`config.mk`:
```
export PLATFORM = sky130hd
export DESIGN_NAME = vga_console_ctrl_flat
export DESIGN_NICKNAME = d
export VERILOG_FILES = /design/src/rtl/vga_console_ctrl_if.sv /design/src/rtl/vga_console_ctrl.sv /design/src/flat_wrapper.sv
export SDC_FILE = /design/constraint.sdc
export NUM_CORES = 1
export LEC_CHECK = 0
export ABC_AREA = 1
export CORE_MARGIN = 4
export CORE_UTILIZATION = 49
export DETAILED_ROUTE_END_ITERATION = 8
export PLACE_DENSITY = 0.74
export SYNTH_ARGS = -nofsm -noshare
export SYNTH_HDL_FRONTEND = slang
export SYNTH_SLANG_ARGS = --single-unit
export TNS_END_PERCENT = 1
```
`constraint.sdc`:
```
create_clock -name sys_clk -period 3.4 [get_ports sys_clk]
set_input_delay 0.68 -clock sys_clk [delete_from_list [all_inputs] [get_ports sys_clk]]
set_output_delay 0.68 -clock sys_clk [all_outputs]
set_load 0.01 [all_outputs]
```
`src/rtl/vga_console_ctrl_if.sv`:
```
// Bus bundle for vga_console_ctrl: CPU cell-write port, keyboard stream,
// text-RAM write port and cursor/status outputs.
interface vga_console_ctrl_if;
   localparam int unsigned AW = 12;
   localparam int unsigned DW = 8;
   localparam int unsigned XW = 7;
   localparam int unsigned YW = 5;

   logic          cpu_req;
   logic [AW-1:0] cpu_addr;
   logic [DW-1:0] cpu_data;
   logic          cpu_ack;
   logic          kbd_valid;
   logic [DW-1:0] kbd_char;
   logic          kbd_ready;
   logic          wr_en;
   logic [AW-1:0] wr_addr;
   logic [DW-1:0] wr_data;
   logic [XW-1:0] cursor_x;
   logic [YW-1:0] cursor_y;
   logic          busy;

   // Controller side
   modport slave (
      input  cpu_req, cpu_addr, cpu_data, kbd_valid, kbd_char,
      output cpu_ack, kbd_ready, wr_en, wr_addr, wr_data, cursor_x, cursor_y, busy
   );

   // Environment side (CPU, keyboard, text RAM)
   modport master (
      output cpu_req, cpu_addr, cpu_data, kbd_valid, kbd_char,
      input  cpu_ack, kbd_ready, wr_en, wr_addr, wr_data, cursor_x, cursor_y, busy
   );
endinterface

```
`src/rtl/vga_console_ctrl.sv`:
```
// Text console controller: arbitrates CPU cell writes and keyboard input onto a
// text-RAM write port. Define VGA_CON_CLEAR_EN for the clear-screen (0x0C) feature.
module vga_console_ctrl #(
   parameter int unsigned COLS  = 70,
   parameter int unsigned ROWS  = 30,
   parameter logic [7:0]  BLANK = 8'h20
) (
   input logic               sys_clk,
   input logic               rst,
   vga_console_ctrl_if.slave bus
);

   localparam int unsigned AW = 12;
   localparam int unsigned DW = 8;
   localparam int unsigned XW = 7;
   localparam int unsigned YW = 5;

   localparam logic [AW-1:0] CELLS    = AW'(COLS * ROWS);
   localparam logic [AW-1:0] COLS_A   = AW'(COLS);
   localparam logic [XW-1:0] LAST_COL = XW'(COLS - 1);
   localparam logic [YW-1:0] LAST_ROW = YW'(ROWS - 1);

   localparam logic [DW-1:0] CH_BS = 8'h08;
   localparam logic [DW-1:0] CH_LF = 8'h0A;
`ifdef VGA_CON_CLEAR_EN
   localparam logic [DW-1:0] CH_FF = 8'h0C;
`endif

   typedef enum logic [1:0] {
      S_IDLE    = 2'd0,
      S_LINECLR = 2'd1
`ifdef VGA_CON_CLEAR_EN
      , S_CLEAR = 2'd2
`endif
   } state_e;

`ifdef VGA_CON_CLEAR_EN
   localparam state_e RST_STATE = S_CLEAR;
   localparam logic   RST_BUSY  = 1'b1;
`else
   localparam state_e RST_STATE = S_IDLE;
   localparam logic   RST_BUSY  = 1'b0;
`endif

   // row*COLS as a sum of shifted copies of row, one per set bit of COLS
   function automatic logic [AW-1:0] row_base(input logic [YW-1:0] row);
      logic [AW-1:0] acc;
      acc = '0;
      for (int unsigned i = 0; i < AW; i++) begin
         if (COLS_A[i]) acc = acc + (AW'(row) << i);
      end
      return acc;
   endfunction

   state_e        state_q;
   logic          last_kbd_q;
   logic          cpu_ack_q;
   logic          wr_en_q;
   logic [AW-1:0] wr_addr_q;
   logic [DW-1:0] wr_data_q;
   logic [XW-1:0] cx_q;
   logic [YW-1:0] cy_q;
   logic          busy_q;
   logic [XW-1:0] clr_col_q;
`ifdef VGA_CON_CLEAR_EN
   logic [AW-1:0] clr_addr_q;
`endif

   logic          idle_c;
   logic          cpu_pend_c;
   logic          grant_cpu_c;
   logic          grant_kbd_c;
   logic          kbd_ready_c;
   logic          printable_c;
   logic          row_adv_c;
   logic          row_wrap_c;
   logic [YW-1:0] next_row_c;
   logic [AW-1:0] row_base_c;
   logic [AW-1:0] cell_c;

   // Arbitration and keyboard decode; a just-acked request is not pending again
   always_comb begin
      idle_c      = 1'b0;
      cpu_pend_c  = 1'b0;
      grant_cpu_c = 1'b0;
      grant_kbd_c = 1'b0;
      kbd_ready_c = 1'b0;
      printable_c = 1'b0;
      row_adv_c   = 1'b0;
      row_wrap_c  = 1'b0;
      next_row_c  = '0;
      row_base_c  = '0;
      cell_c      = '0;

      idle_c      = (state_q == S_IDLE);
      cpu_pend_c  = bus.cpu_req && !cpu_ack_q;
      grant_cpu_c = idle_c && cpu_pend_c && (!bus.kbd_valid || last_kbd_q);
      grant_kbd_c = idle_c && bus.kbd_valid && (!cpu_pend_c || !last_kbd_q);
      kbd_ready_c = idle_c && (grant_kbd_c || !bus.cpu_req);

      printable_c = (bus.kbd_char >= 8'h20) && (bus.kbd_char <= 8'h7E);
      row_adv_c   = grant_kbd_c &&
                    ((printable_c && (cx_q == LAST_COL)) || (bus.kbd_char == CH_LF));
      row_wrap_c  = (cy_q == LAST_ROW);
      next_row_c  = row_wrap_c ? '0 : cy_q + YW'(1);
      row_base_c  = row_base(cy_q);
      cell_c      = row_base_c + AW'(cx_q);
   end

   // State machine with registered write port, ack, cursor and busy
   always_ff @(posedge sys_clk) begin
      if (rst) begin
         state_q    <= RST_STATE;
         last_kbd_q <= 1'b1;
         cpu_ack_q  <= 1'b0;
         wr_en_q    <= 1'b0;
         wr_addr_q  <= '0;
         wr_data_q  <= '0;
         cx_q       <= '0;
         cy_q       <= '0;
         busy_q     <= RST_BUSY;
         clr_col_q  <= '0;
`ifdef VGA_CON_CLEAR_EN
         clr_addr_q <= '0;
`endif
      end else begin
         cpu_ack_q <= 1'b0;
         wr_en_q   <= 1'b0;
         case (state_q)
            S_IDLE: begin
               if (grant_cpu_c) begin
                  last_kbd_q <= 1'b0;
                  cpu_ack_q  <= 1'b1;
                  if (bus.cpu_addr < CELLS) begin
                     wr_en_q   <= 1'b1;
                     wr_addr_q <= bus.cpu_addr;
                     wr_data_q <= bus.cpu_data;
                  end
               end else if (grant_kbd_c) begin
                  last_kbd_q <= 1'b1;
                  if (printable_c) begin
                     wr_en_q   <= 1'b1;
                     wr_addr_q <= cell_c;
                     wr_data_q <= bus.kbd_char;
                     cx_q      <= (cx_q == LAST_COL) ? '0 : cx_q + XW'(1);
                  end else if (bus.kbd_char == CH_LF) begin
                     cx_q <= '0;
                  end else if (bus.kbd_char == CH_BS) begin
                     if (cx_q != '0) begin
                        cx_q      <= cx_q - XW'(1);
                        wr_en_q   <= 1'b1;
                        wr_addr_q <= cell_c - AW'(1);
                        wr_data_q <= BLANK;
                     end
`ifdef VGA_CON_CLEAR_EN
                  end else if (bus.kbd_char == CH_FF) begin
                     state_q    <= S_CLEAR;
                     busy_q     <= 1'b1;
                     clr_addr_q <= '0;
`endif
                  end
                  if (row_adv_c) begin
                     cy_q <= next_row_c;
                     if (row_wrap_c) begin
                        state_q   <= S_LINECLR;
                        busy_q    <= 1'b1;
                        clr_col_q <= '0;
                     end
                  end
               end
            end

            S_LINECLR: begin
               wr_en_q   <= 1'b1;
               wr_addr_q <= row_base_c + AW'(clr_col_q);
               wr_data_q <= BLANK;
               clr_col_q <= clr_col_q + XW'(1);
               if (clr_col_q == LAST_COL) begin
                  state_q <= S_IDLE;
                  busy_q  <= 1'b0;
               end
            end

`ifdef VGA_CON_CLEAR_EN
            S_CLEAR: begin
               wr_en_q    <= 1'b1;
               wr_addr_q  <= clr_addr_q;
               wr_data_q  <= BLANK;
               clr_addr_q <= clr_addr_q + AW'(1);
               if (clr_addr_q == CELLS - AW'(1)) begin
                  state_q <= S_IDLE;
                  busy_q  <= 1'b0;
                  cx_q    <= '0;
                  cy_q    <= '0;
               end
            end
`endif

            default: begin
               state_q <= S_IDLE;
               busy_q  <= 1'b0;
            end
         endcase
      end
   end

   assign bus.cpu_ack   = cpu_ack_q;
   assign bus.kbd_ready = kbd_ready_c;
   assign bus.wr_en     = wr_en_q;
   assign bus.wr_addr   = wr_addr_q;
   assign bus.wr_data   = wr_data_q;
   assign bus.cursor_x  = cx_q;
   assign bus.cursor_y  = cy_q;
   assign bus.busy      = busy_q;

endmodule

```
`src/flat_wrapper.sv`:
```
// flat-port wrapper written by rule: the top's interface ports become plain ports
module vga_console_ctrl_flat 
#(
   parameter int unsigned COLS  = 70,
   parameter int unsigned ROWS  = 30,
   parameter logic [7:0]  BLANK = 8'h20
)
  (sys_clk, rst, bus_cpu_req, bus_cpu_addr, bus_cpu_data, bus_kbd_valid, bus_kbd_char, bus_cpu_ack, bus_kbd_ready, bus_wr_en, bus_wr_addr, bus_wr_data, bus_cursor_x, bus_cursor_y, bus_busy);
  vga_console_ctrl_if bus_i ();
  input logic sys_clk;
  input logic rst;
  input wire logic [$bits(bus_i.cpu_req)-1:0] bus_cpu_req;
  input wire logic [$bits(bus_i.cpu_addr)-1:0] bus_cpu_addr;
  input wire logic [$bits(bus_i.cpu_data)-1:0] bus_cpu_data;
  input wire logic [$bits(bus_i.kbd_valid)-1:0] bus_kbd_valid;
  input wire logic [$bits(bus_i.kbd_char)-1:0] bus_kbd_char;
  output wire logic [$bits(bus_i.cpu_ack)-1:0] bus_cpu_ack;
  output wire logic [$bits(bus_i.kbd_ready)-1:0] bus_kbd_ready;
  output wire logic [$bits(bus_i.wr_en)-1:0] bus_wr_en;
  output wire logic [$bits(bus_i.wr_addr)-1:0] bus_wr_addr;
  output wire logic [$bits(bus_i.wr_data)-1:0] bus_wr_data;
  output wire logic [$bits(bus_i.cursor_x)-1:0] bus_cursor_x;
  output wire logic [$bits(bus_i.cursor_y)-1:0] bus_cursor_y;
  output wire logic [$bits(bus_i.busy)-1:0] bus_busy;
  assign bus_i.cpu_req = bus_cpu_req;
  assign bus_i.cpu_addr = bus_cpu_addr;
  assign bus_i.cpu_data = bus_cpu_data;
  assign bus_i.kbd_valid = bus_kbd_valid;
  assign bus_i.kbd_char = bus_kbd_char;
  assign bus_cpu_ack = bus_i.cpu_ack;
  assign bus_kbd_ready = bus_i.kbd_ready;
  assign bus_wr_en = bus_i.wr_en;
  assign bus_wr_addr = bus_i.wr_addr;
  assign bus_wr_data = bus_i.wr_data;
  assign bus_cursor_x = bus_i.cursor_x;
  assign bus_cursor_y = bus_i.cursor_y;
  assign bus_busy = bus_i.busy;
  vga_console_ctrl #(.COLS(COLS), .ROWS(ROWS), .BLANK(BLANK)) u_core (.sys_clk(sys_clk), .rst(rst), .bus(bus_i));
endmodule
```
* After elaboration in Yosys (flattened, before gate mapping)
Cells that the tools add are included.
Word-level totals: flip-flop bits (word level) 45, output and inout port bits 36, input port bits 32
Operators by class: multiplexer cells 50, bitwise operators 2, reduce and logical (&&, ||, !) cells 31, $add $sub $neg 9, $lt $le $gt $ge 3, equal/unequal tests 16
Operators by type and width (count):
- 2-to-1 mux 12 bit | 7
- 2-to-1 mux 7 bit | 9
- 2-to-1 mux 8 bit | 7
- adder 12 x 7 -> 12 bit | 2
- case mux 12 bit (2 select lines) | 1
- equality test 8 x 4 -> 1 bit, second input constant | 2
- case mux 8 bit (2 select lines) | 1
- 2-to-1 mux 1 bit | 15
- AND reduction 5 bit | 3
- adder 7 x 1 -> 7 bit, second input constant | 2
- equality test 7 bit, second input constant | 2
- case mux 7 bit (2 select lines) | 1
- adder 12 x 11 -> 12 bit | 1
- less-than comparator 12 bit, second input constant | 1
- inequality test 4 bit, second input constant | 3
- subtractor 12 x 1 -> 12 bit, second input constant | 1
- 2-to-1 mux 2 bit | 5
- logical AND 1 bit | 9
- adder 6 x 7 -> 8 bit | 1
- >= comparator 8 x 6 -> 1 bit, second input constant | 1
- <= comparator 8 x 7 -> 1 bit, second input constant | 1
- inequality test 2 bit, second input constant | 4
- nonzero test 7 bit | 1
- subtractor 7 x 1 -> 7 bit, second input constant | 1
- other kinds (18) | 30

* Longest topological paths before layout
Gate-level depths: netlist of run 1.
depth after elaboration 11, gate-level depth with buffers 23, depth with buffers taken out 23

* Worst setup path after synthesis of run 1
No wires, ideal clock.
kind reg-to-reg, start register u_core.cy_q[0] (netlist: u_core.bus.cursor_y[0]), end register u_core.wr_addr_q[10] (netlist: u_core.bus.wr_addr[10]), required time 3.281 ns, cell stages (with the launch flop) 24, arrival 3.217 ns, setup time 0.119 ns, path buffers 0, setup slack 0.064 ns, cells stage by stage dfxtp_1 ha_1 fa_1 a21oi_1 nor2_1 nor2_1 xnor2_1 ha_1 inv_1 fa_1 inv_2 nand2_1 nor2_1 nand3_1 nand2_1 nand2_1 nand2_1 nand2_1 nor2_2 nand2_1 nand2_1 nand3_1 nand2_1 a21oi_1
Between the ends: word-level cells in the longest chain between the ends 11
Ends and longest elaborated chain:
- start: declaration | line vga_console_ctrl.sv:62 | logic [YW-1:0] cy_q;
- start signal: assignment | line vga_console_ctrl.sv:163 | cy_q <= next_row_c;
- adder 6 x 7 -> 8 bit | line vga_console_ctrl.sv:50 | if (COLS_A[i]) acc = acc + (AW'(row) << i);
- adder 12 x 11 -> 12 bit * | line vga_console_ctrl.sv:50
- adder 12 x 7 -> 12 bit | line vga_console_ctrl.sv:107 | cell_c = row_base_c + AW'(cx_q);
- subtractor 12 x 1 -> 12 bit | line vga_console_ctrl.sv:152 | wr_addr_q <= cell_c - AW'(1);
- 2-to-1 mux 12 bit | line vga_console_ctrl.sv:149 | if (cx_q != '0) begin
- 2-to-1 mux 12 bit | line vga_console_ctrl.sv:148 | end else if (bus.kbd_char == CH_BS) begin
- 2-to-1 mux 12 bit | line vga_console_ctrl.sv:146 | end else if (bus.kbd_char == CH_LF) begin
- 2-to-1 mux 12 bit | line vga_console_ctrl.sv:141 | if (printable_c) begin
- 2-to-1 mux 12 bit | line vga_console_ctrl.sv:139 | end else if (grant_kbd_c) begin
- 2-to-1 mux 12 bit | line vga_console_ctrl.sv:131 | if (grant_cpu_c) begin
- case mux 12 bit (2 select lines) * | line vga_console_ctrl.sv:129 | case (state_q)
- end signal: assignment | line vga_console_ctrl.sv:136 | wr_addr_q <= bus.cpu_addr;
- end signal: assignment | line vga_console_ctrl.sv:143 | wr_addr_q <= cell_c;
- end signal: assignment | line vga_console_ctrl.sv:152
- end: declaration | line vga_console_ctrl.sv:59 | logic [AW-1:0] wr_addr_q;
Mark *: on every way between the ends. The rest lies on a longest branch, timed or not. The select of a mux whose other input is x is not followed. A chain may end at the register's enable or synchronous reset.

* Final worst setup path of run 1
start register u_core.cy_q[0] (netlist: u_core.bus.cursor_y[0]), end register u_core.wr_addr_q[9] (netlist: u_core.bus.wr_addr[9])
The elaborated chain is that of the path after synthesis.

==> flow_summary.toml, run 1 <==
[synthesis]
synth-xor-area-share_pct = 4.18
synthAdderAreaFrac_pct = 11.2
synth_top_family_by_area = "simple AND/OR/NAND/NOR gates"
synth_enable_flop_cells = 0
yosys.area_share.simple_pct = 30.5
post-synth-top-count-cell = "nand2_1"
synth_compound_area_share_pct = 19.8
yosysTopAreaCellShare_pct = 23.0
syn_avg_cell_area_um2 = 6.37
yosys_register_bits = 43
syn_inst = 587
synthMuxAreaShare_pct = 0
synth_area_leaders = "dfxtp_1, nand2_1, ha_1, inv_1, a21oi_1"
async_reset_ff_share_pct = 0
synth_ff_type = "dfxtp_1"
synth.yosys.seq_area_share_pct = 23.0
syn-cell-area_um2 = 3740
synth_area_leader_cell = "dfxtp_1"
syn-num-nets = 650
ys_types = 51
yosys-top-cells-count = "nand2_1, inv_1, nor2_1"
yosys_warnings = 0

[critical_path]
path_delay_family = "adder cells"
critical_path.cell_chain = "ha_2, fa_2, a21oi_2, nor2_1, nor2_1, xnor2_1, ha_2, inv_1, fa_2, inv_2, nand2_1, a21boi_4, nand3_1, nand2_2, nand2_2, o21ai_0, nand3_1, nand2_1, a21oi_1"
cpPeakStageDelay_ns = 0.57
path_buf_inv = 2
start_kind = "flip-flop"
end_kind = "flip-flop"
crit_slowest_cell = "fa_2"
crit_arrival_ns = 3.47
path_class = "reg -> reg"
worst-path-max-fanout = 4
cp.required_ns = 3.59

[layout]
postLayoutCoreUtil_pct = 63.9
fin_nets = 719
finalInstanceArea_um2 = 4690
diodes = 0
area_growth_pct = 25.4
drive_gt1_share_pct = 8.84

[die]
die_y_um = 95.3
start_util_pct = 51.0
row_count = 31
core_um2 = 7330
num_io_pins = 68
die-area_um2 = 9090
die_x_um = 95.3

[global_route]
grt_max_degree = 31
grt_pass1_wl_um = 18200
gr-total-overflow = 0
track_usage_pct = 25.0
grt_pass1_vias = 3923
antenna_found_initial = 0

[clocking]
clock_path_buffers = 2
h-tree-depth = 2
clock_latency_ns = 0.30
cts_tree = "done"
numCtsBuffers = 5
clock_sinks = 43
clk_pin_slew_worst_paths_ns = 0.08
clockRootBuffer = "clkbuf_8"

[sta]
rsz0062_at_grt = "yes"
slew_violations = 0
fin_crit_ns = 3.28
finalHoldViolations = 0
slew_headroom_pct = 53.1
finalSetupViolations = 0
tightest_slew_ns = 0.702
max_freq_ghz = 0.305
fin_tns_setup_ns = 0
period_share_pct = 96.6
skew_ns = 0.00999

[routing]
wirelength_um = 10800
dr.pass1.iters = 5
viasPerCell = 5.37
antenna_left = 0
drt_iter0_markers = 190
drc = 0
vias = 4055
wl_per_cell_um = 14.3

[power]
power.share.clock_pct = 28.7
p_sw_mw = 0.439
power_density_nw_per_um2 = 295
ir_drop_v = 0.000188
power_frac_comb_pct = 30.5
seqPwrFrac_pct = 40.8
p_sw_share_pct = 31.7
p_int_mw = 0.945
leakage_nw = 2.20

[placed_design]
port_buffers = 67
dpl-instance-area_um2 = 4520
hpwlAfterDp_um = 8330
gp_routability_congestion = 0.921

[run]
maxCapViolCount = 0

[worst_hold_path]
hold_path.class = "reg -> reg"

[status]
status = "finished, final reports clean"
## tightest hold or removal path, delay by kind of cell, from the launching register on
family / cells / cell delay [ns]
compound gates: 1 / 0.06
simple gates: 1 / 0.06
flops: 1 / 0.32
## cells in the final DEF (no fill, tap or decap), types with 11 or more instances in the layout
master,instances
inv_1,76
o21ai_0,44
dfxtp_1,43
a21oi_1,49
xor2_1,13
ha_1,25
nor2_1,61
buf_4,14
nand2_1,121
nand3_1,42
nor3_1,11
clkdlybuf4s50_1,67
## routing by layer
metal	track usage [%]	vias to the layer above	share of wire, %
met1	32.6	1833	46
met3	4.03	16	6.1
met5	0	-	0
met4	6.85	0	1.4
met2	42.4	141	47
li1	-	2065	-
## per-stage QoR
step / std cells / power, mW / hold slack [ns] / setup slack (ns)
finish: 755 / 1.38 / 0.478 / 0.117
global route: 755 / 1.47 / 0.522 / -0.125
CTS: 753 / 1.39 / 0.477 / 0.00453
detailed placement: 746 / 0.992 / 0.464 / -0.0358
global placement: 746 / 0.987 / 0.453 / 0.0826
floorplan: 587 / 0.824 / 0.487 / 0.0641
## power groups by stage
stage / combinational (mW) / clock (mW) / sequential, mW
3_3_place_gp: 0.412 / 0 / 0.575
5_1_grt: 0.474 / 0.427 / 0.569
4_1_cts: 0.419 / 0.409 / 0.564
3_5_place_dp: 0.416 / 0 / 0.576
6_report: 0.422 / 0.397 / 0.565
2_1_floorplan: 0.236 / 0 / 0.588
## worst paths after layout
check | startpoint | to | slack, ns | cells after the start
hold / removal | u_core.bus.wr_data[7] | u_core.bus.wr_data[7] | 0.48 | 2
hold reg to reg | u_core.bus.wr_data[7] | u_core.bus.wr_data[7] | 0.48 | 2
setup reg to reg | u_core.bus.cursor_y[0] | u_core.bus.wr_addr[9] | 0.12 | 19
setup / recovery | u_core.bus.cursor_y[0] | u_core.bus.wr_addr[9] | 0.12 | 19
## timing repair
item,CTS,global route
setup buffers,0,2
hold buffers,0,0
setup endpoints to repair,4,5
resized for setup,2,13
pin swaps,0,2
## sequential cells by signal (all words and copies together), names as in the netlist
name and flops:
u_core.state_q 1, u_core.clr_col_q 7, u_core.bus.wr_en 1, u_core.bus.cpu_ack 1, u_core.bus.wr_data 8, u_core.bus.cursor_y 5
u_core.bus.cursor_x 7, u_core.bus.wr_addr 12, u_core.last_kbd_q 1
## final cells by class
class	instances	area [µm²]
fillers	707	2650
inverters	84	315
multi-input cells	441	2500
repair buffers	81	776
clock buffers	5	68.8
flip-flops and latches	43	861
clock inverters	2	37.5
well taps	99	124
## cell families after synthesis
| kind of cell | Yosys count |
|---|---|
| AND/OR/NAND/NOR | 264 |
| buffers and inverters | 103 |
| AO/OA/AOI/OAI | 129 |
| adder cells (fa/ha/maj) | 31 |
| XOR/XNOR | 17 |
| flip-flops | 43 |
(Power assumes the default switching activity.)
==> inputs of run 2 (changes only) <==
--- a/config.mk
+++ b/config.mk
@@ -11,4 +11,5 @@
 export DETAILED_ROUTE_END_ITERATION = 8
 export PLACE_DENSITY = 0.74
+export RECOVER_POWER = 50
 export SYNTH_ARGS = -nofsm -noshare
 export SYNTH_HDL_FRONTEND = slang
==> constraint.sdc (replaced) <==
create_clock -name sys_clk -period 3.4 [get_ports sys_clk]
set_input_delay 0.51 -clock sys_clk [delete_from_list [all_inputs] [get_ports sys_clk]]
set_output_delay 0.51 -clock sys_clk [all_outputs]
set_load 0.01 [all_outputs]
==> run 2 against run 1 <==
Maximum frequency rose by 0.16%. Count of clock-buffer cells in the layout grew 1. Cell area decreased by 1.4%. First-iteration DRC count rose by 12%. Flip-flop and latch count is the same. Global-route usage fell by 0.43 points. Worst setup slack improved by 0.0052 ns. Non-clock buffer count down 2. Via count is 0.59% lower. Highest routed layer unchanged. Total power fell by 5.8%.
==> flow_summary.toml, run 2 (synthesized netlist as in run 1, its figures left out) <==
[sta]
skew_ns = 0.00870
finalHoldViolations = 0
max_freq_ghz = 0.305
fin_tns_setup_ns = 0
whs_ns = 0.473
finalSetupViolations = 0
rsz0062_at_grt = "yes"
slew_violations = 0
fin_crit_ns = 3.28
setup_ws_ns = 0.122
slew_headroom_pct = 45.2
period_share_pct = 96.4
tightest_slew_ns = 0.823

[global_route]
grt_max_degree = 31
grt_pass1_vias = 3909
gr-total-overflow = 0
grt_pass1_wl_um = 17800
track_usage_pct = 24.5
antenna_found_initial = 0

[critical_path]
r2r_cells = 21
reg2reg_setup_slack_ns = 0.12
cp.required_ns = 3.59
start_kind = "flip-flop"
path_common_cell = "nand2_1"
rr_startpoint = "u_core.bus.cursor_y[0]"
worstReg2RegEnd = "u_core.bus.wr_addr[10]"
critical_path.cell_chain = "ha_2, fa_2, a21oi_1, nor2_1, nor2_1, xnor2_1, ha_1, inv_1, fa_2, inv_2, buf_4, nand2_1, inv_1, nand3_1, nand2_1, nor2_4, nand2_1, nand2_1, nand3_1, nand2_1, a21oi_1"
crit_arrival_ns = 3.47
cpPeakStageDelay_ns = 0.57
crit_slowest_cell = "fa_2"
path_class = "reg -> reg"
worst-path-max-fanout = 4
end_kind = "flip-flop"

[routing]
viasPerCell = 5.35
vias = 4031
wirelength_um = 10800
antenna_left = 0
drc = 0
dr.pass1.iters = 5
drt_iter0_markers = 212
wl_per_cell_um = 14.3

[clocking]
postCtsSetupBuffers = 0
clock_sinks = 43
clock_latency_ns = 0.30
h-tree-depth = 2
cts_hold_buf = 0
clk_pin_slew_worst_paths_ns = 0.09
clockRootBuffer = "clkbuf_8"
cts_tree = "done"
clock_path_buffers = 2
numCtsBuffers = 5

[die]
die_y_um = 95.3
num_io_pins = 68
die_x_um = 95.3
start_util_pct = 51.0
die-area_um2 = 9090
core_um2 = 7330
row_count = 31

[power]
leakage_nw = 2.26
power_density_nw_per_um2 = 282
ir_drop_v = 0.000182

[layout]
drive_gt1_share_pct = 7.48
mostFrequentLayoutCells = "nand2_1, inv_1, nor2_1, a21oi_1, o21ai_0"
largest_reg_flops = 12
final_common_cell = "nand2_1"
area_growth_pct = 23.7
fin_nets = 717
diodes = 0
nFillCells = 703
postLayoutCoreUtil_pct = 63.0
finalInstanceArea_um2 = 4620

[worst_hold_path]
hold_path.class = "reg -> reg"
hp-start = "u_core.bus.wr_data[7]"
holdPathStages = 2
hold-path-endpoint = "u_core.bus.wr_data[7]"

[status]
status = "finished, final reports clean"

[placed_design]
dpl-instance-area_um2 = 4520
port_buffers = 67
gp_routability_congestion = 0.928
hpwlAfterDp_um = 8300
dp_slack_ns = -0.0212

[run]
maxCapViolCount = 0
[run 2: changes by cell type in the layout (fill, tap and decap cells not counted), moves of 3 or more]
cell	delta
buf_4	-4
clkbuf_1	+3
clkdlybuf4s50_1	-34
dlygate4sd3_1	+34
[run 2: cell type report]
cell class	count	area (µm²)	area share [%]
inverter	84	315	6.82
clock buffer	6	72.6	1.57
clock inverter	2	12.5	0.271
sequential	43	861	18.6
timing repair buffer	79	753	16.3
tap	99	124	2.68
multi-input combinational	441	2480	53.7
[run 2: worst max path at each step]
stage / from / endpoint / slack, ns / cells past startpoint
floorplan: u_core.bus.cursor_y[0] / u_core.bus.wr_addr[10] / 0.06 / 23
CTS: u_core.bus.cursor_y[0] / u_core.bus.wr_addr[10] / 0.03 / 23
global placement: u_core.bus.cursor_y[0] / u_core.bus.wr_addr[10] / 0.09 / 23
finish: u_core.bus.cursor_y[0] / u_core.bus.wr_addr[10] / 0.12 / 21
global route: u_core.bus.cursor_y[0] / u_core.bus.wr_addr[8] / -0.14 / 19
detailed placement: u_core.bus.cursor_y[0] / u_core.bus.wr_addr[10] / -0.02 / 23
[run 2: through the flow]
step / std cells / power [mW]
floorplan: 587 / 0.824
global placement: 746 / 0.987
detailed placement: 746 / 0.993
CTS: 754 / 1.33
global route: 754 / 1.39
finish: 754 / 1.30
[run 2: timing repair]
item / CTS / global route
gates resized for setup: 2 / 8
endpoints found under the setup margin: 3 / 4
pin swaps: 0 / 0
[run 2: worst max-delay path, delay by kind of cell, from the launching register on]
family                   cells  cell delay (ns)
AO/OA/AOI/OAI                2             0.19
XOR/XNOR                     1             0.13
adder cells (fa/ha/maj)      4             1.32
buffers and inverters        4             0.34
flip-flops                   1             0.32
AND/OR/NAND/NOR             10             0.87
[run 2: routing by layer]
| layer | vias up | GRT usage [%] | share of wire [%] | wire length (µm) |
|---|---|---|---|---|
| li1 | 2062 | - | - | - |
| met1 | 1825 | 31.0 | 46 | 4930 |
| met2 | 124 | 43.3 | 47 | 5050 |
| met3 | 20 | 3.71 | 6.0 | 646 |
| met4 | 0 | 6.49 | 1.4 | 153 |
| met5 | - | 0 | 0 | 0 |
[run 2: where the power goes]
group          switching, mW  total [mW]  internal, mW
clock network          0.189       0.333         0.144
logic                  0.230       0.406         0.176
registers             0.0247       0.564         0.539
==> inputs of run 3 (changes only) <==
Settings changed: SLEW_MARGIN set to 25.
==> results of run 3 <==
Final layout, timing and power as in run 2 (identical DEF).
